$ cat config.mk
export PLATFORM = sky130hd
export DESIGN_NAME = memout_rd_sched
export DESIGN_NICKNAME = d
export VERILOG_FILES = /design/src/rtl/memout_rd_sched_pkg.sv /design/src/rtl/memout_rd_sched_lat_pipe.sv /design/src/rtl/memout_rd_sched.sv
export SDC_FILE = /design/constraint.sdc
export NUM_CORES = 1
export LEC_CHECK = 0
export CAP_MARGIN = 10
export CORE_ASPECT_RATIO = 1.5
export CORE_MARGIN = 5
export CORE_UTILIZATION = 40
export DETAILED_ROUTE_END_ITERATION = 8
export PLACE_DENSITY_LB_ADDON = 0.1
export REMOVE_ABC_BUFFERS = 1
export SLEW_MARGIN = 30
export SYNTH_ARGS = -nofsm -noshare
export SYNTH_HDL_FRONTEND = slang
export SYNTH_SLANG_ARGS = --single-unit
$ cat constraint.sdc
create_clock -name sys_clk -period 1.6 [get_ports sys_clk]
set_input_delay 0.24 -clock sys_clk [delete_from_list [all_inputs] [get_ports sys_clk]]
set_output_delay 0.24 -clock sys_clk [all_outputs]
set_load 0.01 [all_outputs]
$ cat src/rtl/memout_rd_sched_pkg.sv
// Shared types and helpers for the memory-out read scheduler.
// Phase-count derivation, FSM states and latency-pipe payload.
package memOut_port_pkg;

   localparam int PH_MAX_W = 16;

   typedef enum logic {
      ST_IDLE,
      ST_ISSUE
   } state_t;

   typedef struct packed {
      logic                valid;
      logic                last;
      logic [PH_MAX_W-1:0] ph;
   } lat_pl_t;

   function automatic int ceil_div(input int a, input int b);
      return (a + b - 1) / b;
   endfunction

   function automatic int phase_num(input int v, input int r);
      return ceil_div(v, r);
   endfunction

   function automatic int phase_w(input int v, input int r);
      int n;
      n = phase_num(v, r);
      return (n <= 1) ? 1 : $clog2(n);
   endfunction

endpackage

$ cat src/rtl/memout_rd_sched_lat_pipe.sv
// Fixed-depth delay line for the phase payload.
// Matches the memory read latency so controls line up with data.
module memOut_lat_pipe
   import memOut_port_pkg::*;
#(
   parameter int DEPTH = 1
) (
   input  logic    sys_clk,
   input  logic    rstn,
   input  lat_pl_t d,
   output lat_pl_t q
);

   lat_pl_t [DEPTH-1:0] sr;

   // Shift the payload one stage per cycle; reset clears all stages.
   always_ff @(posedge sys_clk or negedge rstn) begin
      if (!rstn) begin
         sr <= '0;
      end else begin
         sr[0] <= d;
         for (int i = 1; i < DEPTH; i++) begin
            sr[i] <= sr[i-1];
         end
      end
   end

   assign q = sr[DEPTH-1];

endmodule

$ cat src/rtl/memout_rd_sched.sv
// Serialises one V-port read request onto R physical ports.
// Emits phase/valid/done aligned with returning read data.
module memout_rd_sched
   import memOut_port_pkg::*;
#(
   parameter int REAL_PORT_NUM    = 1,
   parameter int VIRTUAL_PORT_NUM = 2,
   parameter int ADDR_WIDTH       = 8,
   parameter int MEM_RD_LATENCY   = 1,
   localparam int PHASE_NUM = phase_num(VIRTUAL_PORT_NUM, REAL_PORT_NUM),
   localparam int PHASE_W   = phase_w(VIRTUAL_PORT_NUM, REAL_PORT_NUM)
) (
   input  logic                                   sys_clk,
   input  logic                                   rstn,
   input  logic                                   req_valid_i,
   output logic                                   req_ready_o,
   input  logic [VIRTUAL_PORT_NUM*ADDR_WIDTH-1:0] req_addr_i,
   output logic [REAL_PORT_NUM-1:0]               mem_rd_en_o,
   output logic [REAL_PORT_NUM*ADDR_WIDTH-1:0]    mem_rd_addr_o,
   output logic                                   phase_valid_o,
   output logic [PHASE_W-1:0]                     phase_o,
   output logic                                   done_o
);

   localparam int R  = REAL_PORT_NUM;
   localparam int V  = VIRTUAL_PORT_NUM;
   localparam int AW = ADDR_WIDTH;
   localparam int SLOTS = PHASE_NUM * R;
   localparam logic [PHASE_W-1:0] PH_LAST = PHASE_W'(PHASE_NUM - 1);
   localparam logic [SLOTS-1:0] EN_ALL  = '1;
   localparam logic [SLOTS-1:0] EN_MASK = EN_ALL >> (SLOTS - V);

   state_t               state, state_n;
   logic [PHASE_W-1:0]   ph, ph_n;
   logic [V*AW-1:0]      addr_q, addr_n;
   logic [SLOTS*AW-1:0]  pad;
   logic [R-1:0]         en_n;
   logic [R*AW-1:0]      rd_addr_n;
   logic                 xfer;
   lat_pl_t              pl_d, pl_q;

   assign req_ready_o = (state == ST_IDLE) ||
                        (ph == PH_LAST);
   assign xfer = req_valid_i && req_ready_o;

   // Next-state, phase counter and latched request addresses.
   always_comb begin
      state_n = state;
      ph_n    = ph;
      addr_n  = addr_q;
      unique case (state)
         ST_IDLE: begin
            if (xfer) begin
               state_n = ST_ISSUE;
               ph_n    = '0;
               addr_n  = req_addr_i;
            end
         end
         ST_ISSUE: begin
            if (ph == PH_LAST) begin
               ph_n = '0;
               if (xfer) begin
                  addr_n = req_addr_i;
               end else begin
                  state_n = ST_IDLE;
               end
            end else begin
               ph_n = ph + 1'b1;
            end
         end
         default: begin
            state_n = ST_IDLE;
            ph_n    = '0;
         end
      endcase
   end

   // Pick this phase's slice; slots past V read as disabled zero.
   always_comb begin
      pad             = '0;
      pad[V*AW-1:0]   = addr_n;
      en_n            = '0;
      rd_addr_n       = '0;
      if (state_n == ST_ISSUE) begin
         en_n      = EN_MASK[int'(ph_n)*R +: R];
         rd_addr_n = pad[int'(ph_n)*R*AW +: R*AW];
      end
   end

   // Control state registers.
   always_ff @(posedge sys_clk or negedge rstn) begin
      if (!rstn) begin
         state  <= ST_IDLE;
         ph     <= '0;
         addr_q <= '0;
      end else begin
         state  <= state_n;
         ph     <= ph_n;
         addr_q <= addr_n;
      end
   end

   // Registered memory read port outputs.
   always_ff @(posedge sys_clk or negedge rstn) begin
      if (!rstn) begin
         mem_rd_en_o   <= '0;
         mem_rd_addr_o <= '0;
      end else begin
         mem_rd_en_o   <= en_n;
         mem_rd_addr_o <= rd_addr_n;
      end
   end

   // Payload for the phase being issued this cycle.
   always_comb begin
      pl_d       = '0;
      pl_d.valid = (state == ST_ISSUE);
      pl_d.last  = (state == ST_ISSUE) && (ph == PH_LAST);
      pl_d.ph    = PH_MAX_W'(ph);
   end

   memOut_lat_pipe #(
      .DEPTH (MEM_RD_LATENCY)
   ) u_lat_pipe (
      .sys_clk (sys_clk),
      .rstn    (rstn),
      .d       (pl_d),
      .q       (pl_q)
   );

   assign phase_valid_o = pl_q.valid;
   assign phase_o       = pl_q.ph[PHASE_W-1:0];
   assign done_o        = pl_q.valid && pl_q.last;

endmodule

=== After elaboration in Yosys (flattened, before gate mapping) ===
Index checks and enable logic that the tools add are counted.

* Memory bits (writable): 0
* Bits in registers: 30
* ROM bits: 0
* Output and inout bits: 13
* Bits in latches: 0
* Memories: 0
* Logic and storage cells: 27

* $add $sub $neg: 1
* Multiplexer cells: 11
* Divide/modulo/power cells: 0
* $mul: 0
* Shifts and indexed selects: 2
* Bitwise operators: 1
* Equality and inequality tests: 0
* Reductions and logical operators: 4
* Order comparisons: 0

{| class="wikitable"
|+ Operators by type and width
! kind !! number
|-
| $mux W16 || 2
|-
| $pmux W16 S2 || 1
|-
| $shiftx A16 B5 Y8 || 1
|-
| $mux W8 || 1
|-
| $mux W1 || 5
|-
| $pmux W1 S2 || 2
|-
| $logic_and A1 B1 Y1 || 3
|-
| $shiftx A2 B2 Y1 const A || 1
|-
| $add A1 B1 Y1 const B || 1
|-
| $logic_or A1 B1 Y1 || 1
|-
| $not A1 Y1 || 1
|}

=== Logic depth before layout (Yosys ltp) ===
Gate-level depths: netlist (run 1).

* Word-level depth: 8
* Mapped depth: 6

=== Cells and area by module ===
From an unflattened synthesis (run 1), not the netlist that was laid out.

* Cell total of the unflattened synthesis: 66
* Area total of the unflattened synthesis: 1174.9 µm²

{| class="wikitable"
|+ Modules (own cells, without submodules)
! module !! instances !! area an instance (µm²) !! cells each
|-
| memout_rd_sched || 1 || 724.4 || 48
|-
| memOut_lat_pipe || 1 || 450.4 || 18
|}

=== Least setup slack after synthesis (run 1) ===
No wires, ideal clock.

* Path type: flip-flop to flip-flop
* Start: register mem_rd_en_o (netlist name)
* End: register addr_q[12]
* Path slack: 0.177 ns
* Path buffers: 2
* Required time: 1.475 ns
* Arrival: 1.298 ns
* Cell stages (with the launch flop): 7
* Clock period less this slack: 1.423 ns
* Library setup time: 0.125 ns
* Cells stage by stage: dfrtp_1 -> nor2b_4 -> buf_6 -> inv_6 -> and2_4 -> buf_6 -> mux2_4

{| class="wikitable"
|+ RTL lines
! what !! RTL line !! RTL
|-
| end signal, assigned || memout_rd_sched.sv:99 || <nowiki>addr_q <= addr_n;</nowiki>
|-
| end, declared || memout_rd_sched.sv:35 || <nowiki>logic [V*AW-1:0] addr_q, addr_n;</nowiki>
|}

=== Final worst setup path (run 1) ===
* Start: register u_lat_pipe.sr, in the netlist u_lat_pipe.q[17]
* End: output done_o

* Word-level cells in the longest chain between the ends: 1

{| class="wikitable"
|+ Ends and longest elaborated chain
! what !! RTL line !! RTL
|-
| start, declared || memout_rd_sched_lat_pipe.sv:14 || <nowiki>lat_pl_t [DEPTH-1:0] sr;</nowiki>
|-
| start signal, assigned by index || memout_rd_sched_lat_pipe.sv:23 || <nowiki>sr[i] <= sr[i-1];</nowiki>
|-
| $logic_and A1 B1 Y1 || memout_rd_sched.sv:133 || <nowiki>assign done_o = pl_q.valid && pl_q.last;</nowiki>
|-
| end, declared || memout_rd_sched.sv:22 || <nowiki>output logic done_o</nowiki>
|}

No other way between the ends.

==> reports/metrics.cfg, run 1 <==
[outcome]
status = completed

[worst_setup_path]
cp.required_ns = 1.36
cp_max_fo = 2
cp-start-kind = flop
crit_path_end_kind = primary output
cp_data_arrival_time_ns = 1.28
r2r-start = ph
critPathKind = reg -> out
r2r_cells = 4
r2r_slack_ns = 0.37
worstReg2RegEnd = addr_q[12]

[die]
placementRows = 19
die_h_um = 64.63
ios = 32
die_area_um2 = 3000
core_um2 = 1878
die_w_um = 46.42
start_util = 0.4237

[min_path]
hold_class = in -> async

[placement]
place_inst = 100
hpwl_um = 1179
io_buffers = 31
gp_congestion = 0.7182

[grt]
grt_pass1_wl_um = 2511
gr-total-overflow = 0
first_global_vias = 563
grt_usage = 0.1112
antenna_found_initial = 0
grt_max_degree = 22

[sta]
finalCriticalPeriod_ns = 1.524
fin_setup_tns_ns = 0
period_share = 0.9527
finClkSkew_ns = 0.002327
setup_violations = 0
tightest_slew_ns = 0.2518
finalMaxSlewViolations = 0
fmax_mhz = 656.0
rsz0062_at_grt = false
hold_viol_final = 0
relSlewSlack = 0.8322

[synthesis]
syn_area_um2 = 795.8
yosys.cell_types.count = 13
ys_seq_elements = 21
synthCells = 50
avgSynthCellArea_um2 = 15.92
yosysWarningCount = 0
yosysSeqAreaShare = 0.6604

[detailed_routing]
vias = 526
via_per_inst = 4.916
postRouteAntennaNets = 0
wirelength_um = 1464
first_pass_iters = 4
wl_per_cell_um = 13.68
drc = 0
drtIter0Drc = 2

[final_layout]
area_delta_synth_final_pct = 45.28
nNetsFinal = 106
num_antenna_cells = 0
fin_util = 0.6156
final_common_cell = clkdlybuf4s50_1
layout_common_cells = clkdlybuf4s50_1 (29), dfrtp_1 (21), a22o_1 (8), mux2_2 (7), buf_4 (4)
layout.cells.non_filler = 107
drive_gt1_frac = 0.2209

[cts]
root_buffer = clkbuf_4
cts.clk_slew.worst_paths_ns = 0.10
cts_tree = built
numCtsBuffers = 3
cts_hold_buf = 0
clk_path_buf_depth = 2
htree_levels = 1
clkLatencyLatePin_ns = 0.29
cts.sinks = 21

[pwr]
static-leakage-power_nw = 0.5178
powerDensity_nw_per_um2 = 1739
total_power_mw = 2.010
peakVddDrop_mv = 0.8456

[job]
timing.max_cap.violations = 0

==> worst max path at each step <==
| stage | from | to | cells past startpoint | slack (ns) |
|---|---|---|---|---|
| global route | u_lat_pipe.q[17] | done_o | 2 | 0.02 |
| CTS | mem_rd_en_o | mem_rd_en_o | 2 | 0.04 |
| global placement | mem_rd_en_o | req_ready_o | 3 | 0.14 |
| floorplan | mem_rd_en_o | addr_q[12] | 4 | 0.24 |
| finish | u_lat_pipe.q[17] | done_o | 2 | 0.08 |
| detailed placement | mem_rd_en_o | req_ready_o | 3 | 0.12 |
==> layer usage <==
layer / part of all wire / routed length [µm] / vias up / track usage
met1: 0.33 / 490 / 267 / 0.1192
met5: 0 / 0 / - / 0
met3: 0.068 / 99 / 2 / 0.02493
met2: 0.59 / 861 / 13 / 0.2052
li1: - / - / 244 / -
met4: 0.0096 / 14 / 0 / 0.03203
==> cell usage after synthesis <==
cell | number | area share
dfrtp_1 | 21 | 0.66
a22o_1 | 8 | 0.088
mux2_2 | 7 | 0.099
buf_6 | 3 | 0.042
and2_1 | 2 | 0.016
nand2_1 | 2 | 0.0094
and2_4 | 1 | 0.011
inv_6 | 1 | 0.011
mux2_4 | 1 | 0.019
nand2_4 | 1 | 0.014
nand2b_1 | 1 | 0.0079
nor2_1 | 1 | 0.0047
nor2b_4 | 1 | 0.017
==> state kept, by name, indices dropped and copies added (netlist names) <==
signal,flops
ph,1
mem_rd_en_o,1
u_lat_pipe.q,3
mem_rd_addr_o,8
addr_q,8
==> what timing repair did <==
item,in CTS,in global routing
pin swaps,0,0
setup buffers,3,0
endpoints found under the setup margin,1,1
resized for setup,1,1
==> cell families after synthesis <==
group | Yosys count | synth area share
compound gates | 8 | 0.08805
buf+inv | 4 | 0.05346
flops | 21 | 0.6604
mux | 8 | 0.1179
simple gates | 9 | 0.08019
==> report_power, final <==
part / leakage (nW) / switching, mW / internal [mW]
combinational: 0.251 / 0.334 / 0.554
clock: 0.0150 / 0.140 / 0.0968
sequential: 0.252 / 0.103 / 0.782
total: 0.518 / 0.577 / 1.43
==> stage by stage <==
stage / worst slack, ns / cell area [µm²] / hold slack [ns]
floorplan: 0.2377 / 762.0 / -0.05559
global placement: 0.1373 / 1106 / 0.4213
detailed placement: 0.1239 / 1106 / 0.4253
CTS: 0.04300 / 1154 / 0.2855
global route: 0.02166 / 1156 / 0.2892
finish: 0.07562 / 1156 / 0.2762
==> final cells by class <==
| type | instances | area [µm²] |
|---|---|---|
| Clock buffer | 4 | 26.28 |
| Inverter | 1 | 8.758 |
| Tap cell | 21 | 26.28 |
| Timing Repair Buffer | 35 | 341.6 |
| Multi-Input combinational cell | 25 | 227.7 |
| Fill cell | 162 | 721.9 |
| Sequential cell | 21 | 525.5 |
==> critical path: stages, from the launching register on <==
cell	delay (ns)
dfrtp_1	0.38
and2_1	0.15
clkdlybuf4s50_1	0.47
No activity file was read; power rests on OpenSTA's default activity.
==> run 2: changes to the inputs <==
--- a/config.mk
+++ b/config.mk
@@ -10,7 +10,7 @@
 export CORE_MARGIN = 5
 export CORE_UTILIZATION = 40
 export DETAILED_ROUTE_END_ITERATION = 8
-export PLACE_DENSITY_LB_ADDON = 0.1
+export PLACE_DENSITY = 0.83
 export REMOVE_ABC_BUFFERS = 1
 export SLEW_MARGIN = 30
 export SYNTH_ARGS = -nofsm -noshare
==> run 2 against run 1 <==
Utilization up 0.067 points. Maximum frequency hardly changed. Global-route usage down 1.2 points. Count of clock-buffer cells in the layout shrank 1. Critical path type unchanged. Critical endpoint unchanged. Largest power group is now sequential cells. Highest routed layer unchanged.
==> reports/metrics.cfg, run 2 (same netlist as run 1, synthesis figures left out) <==
[detailed_routing]
postRouteAntennaNets = 0
drc = 0
top_layer_used = met4
first_pass_iters = 2
wl_met1_um = 461
met3_length_um = 116
wirelength_um = 1311
wl_per_cell_um = 12.25
via_per_inst = 4.729
vias = 506
drtIter0Drc = 9
wl_met2_um = 723

[final_layout]
drive_gt1_frac = 0.2326
num_antenna_cells = 0
area_delta_synth_final_pct = 45.44
layout.cells.non_filler = 107
final_common_cell = clkdlybuf4s50_1
final_area_um2 = 1157
nNetsFinal = 106
layout_common_cells = clkdlybuf4s50_1 (29), dfrtp_1 (21), a22o_1 (8), mux2_2 (7), buf_4 (4)

[sta]
fin_setup_tns_ns = 0
hold_viol_final = 0
setup_violations = 0
tightest_slew_ns = 0.2552
finClkSkew_ns = 0.005104
rsz0062_at_grt = false
period_share = 0.9524
finalCriticalPeriod_ns = 1.524
fmax_mhz = 656.2
relSlewSlack = 0.8299
whs_ns = 0.2770
finalMaxSlewViolations = 0

[cts]
cts_hold_buf = 0
cts_tree = built
cts.clk_slew.worst_paths_ns = 0.11
cts.sinks = 21
htree_levels = 1
root_buffer = clkbuf_4
clkLatencyLatePin_ns = 0.29
clk_path_buf_depth = 2
numCtsBuffers = 3

[grt]
grt_max_degree = 22
grt_pass1_wl_um = 2235
gr-total-overflow = 0
grt_usage = 0.09940
first_global_vias = 539
antenna_found_initial = 0

[worst_setup_path]
critical_path.cell_chain = and2_1, clkdlybuf4s50_1
path_buf_inv = 1
cp_slowest_cell = clkdlybuf4s50_1
crit_family = buffers and inverters
r2r_cells = 4
cp_max_fo = 2
cp.required_ns = 1.36
cp-start-kind = flop
crit_path_end_kind = primary output
r2r-start = ph
r2r_slack_ns = 0.37
cp_data_arrival_time_ns = 1.28
slowest_delay_ns = 0.47
worstReg2RegEnd = addr_q[12]
crit_cells = 2
critPathKind = reg -> out

[pwr]
clock_power_share = 0.119
p_comb_frac = 0.441
p_sw_uw = 568.8
peakVddDrop_mv = 0.9165
static-leakage-power_nw = 0.5205
power.internal_mw = 1.429
powerDensity_nw_per_um2 = 1726
switching_share = 0.2848
seq_power_share = 0.441

[placement]
dpl-instance-area_um2 = 1106
place_inst = 100
gp_congestion = 0.6888
io_buffers = 31

[die]
die_area_um2 = 3000
die_w_um = 46.42
die_h_um = 64.63
placementRows = 19
start_util = 0.4237
core_um2 = 1878
ios = 32

[job]
timing.max_cap.violations = 0

[min_path]
hold_class = in -> async

[outcome]
status = completed

==> run 2: cell types whose count changed in the layout (fill, tap and decap cells not counted), sizes merged <==
| cell | previous run | this run |
|---|---|---|
| clkbuf | 4 | 3 |
| clkinv | 0 | 1 |
==> run 2: routing by layer <==
layer	track usage	vias to the layer above
li1	-	244
met1	0.1129	240
met2	0.1707	20
met3	0.02216	2
met4	0.04270	0
met5	0	-
==> run 2: timing repair <==
item	4_1_cts	5_1_grt
setup endpoints to repair	1	1
gates resized for setup	1	1
setup buffers	3	0
==> run 2: worst max path at each step <==
stage | from | end | slack [ns]
finish | u_lat_pipe.q[17] | done_o | 0.08
global route | u_lat_pipe.q[17] | done_o | 0.02
CTS | mem_rd_en_o | mem_rd_en_o | 0.05
detailed placement | ph | req_ready_o | 0.13
global placement | ph | req_ready_o | 0.15
floorplan | mem_rd_en_o | addr_q[12] | 0.24
==> run 2: power by group through the flow <==
stage	Clock [mW]	Sequential, mW	Combinational, mW
after floorplan	0	0.956	0.370
after global placement	0	0.898	0.835
after detailed placement	0	0.908	0.843
after CTS	0.242	0.885	0.891
after global routing	0.260	0.924	0.945
final	0.237	0.880	0.880
==> run 2: layout make-up <==
cell class,instances,area (µm²)
clock buffer,3,22.52
clock inverter,1,5.005
timing repair buffer,35,341.6
multi-input combinational,25,227.7
inverter,1,8.758
tap,21,26.28
fill,159,720.7
sequential,21,525.5
==> run 2: per-stage QoR <==
| stage | setup slack (ns) | power, mW | util |
|---|---|---|---|
| global route | 0.01862 | 2.129 | 0.6163 |
| floorplan | 0.2377 | 1.326 | - |
| CTS | 0.04931 | 2.018 | 0.6149 |
| global placement | 0.1541 | 1.733 | 0.5889 |
| finish | 0.07609 | 1.997 | 0.6163 |
| detailed placement | 0.1278 | 1.751 | 0.5889 |
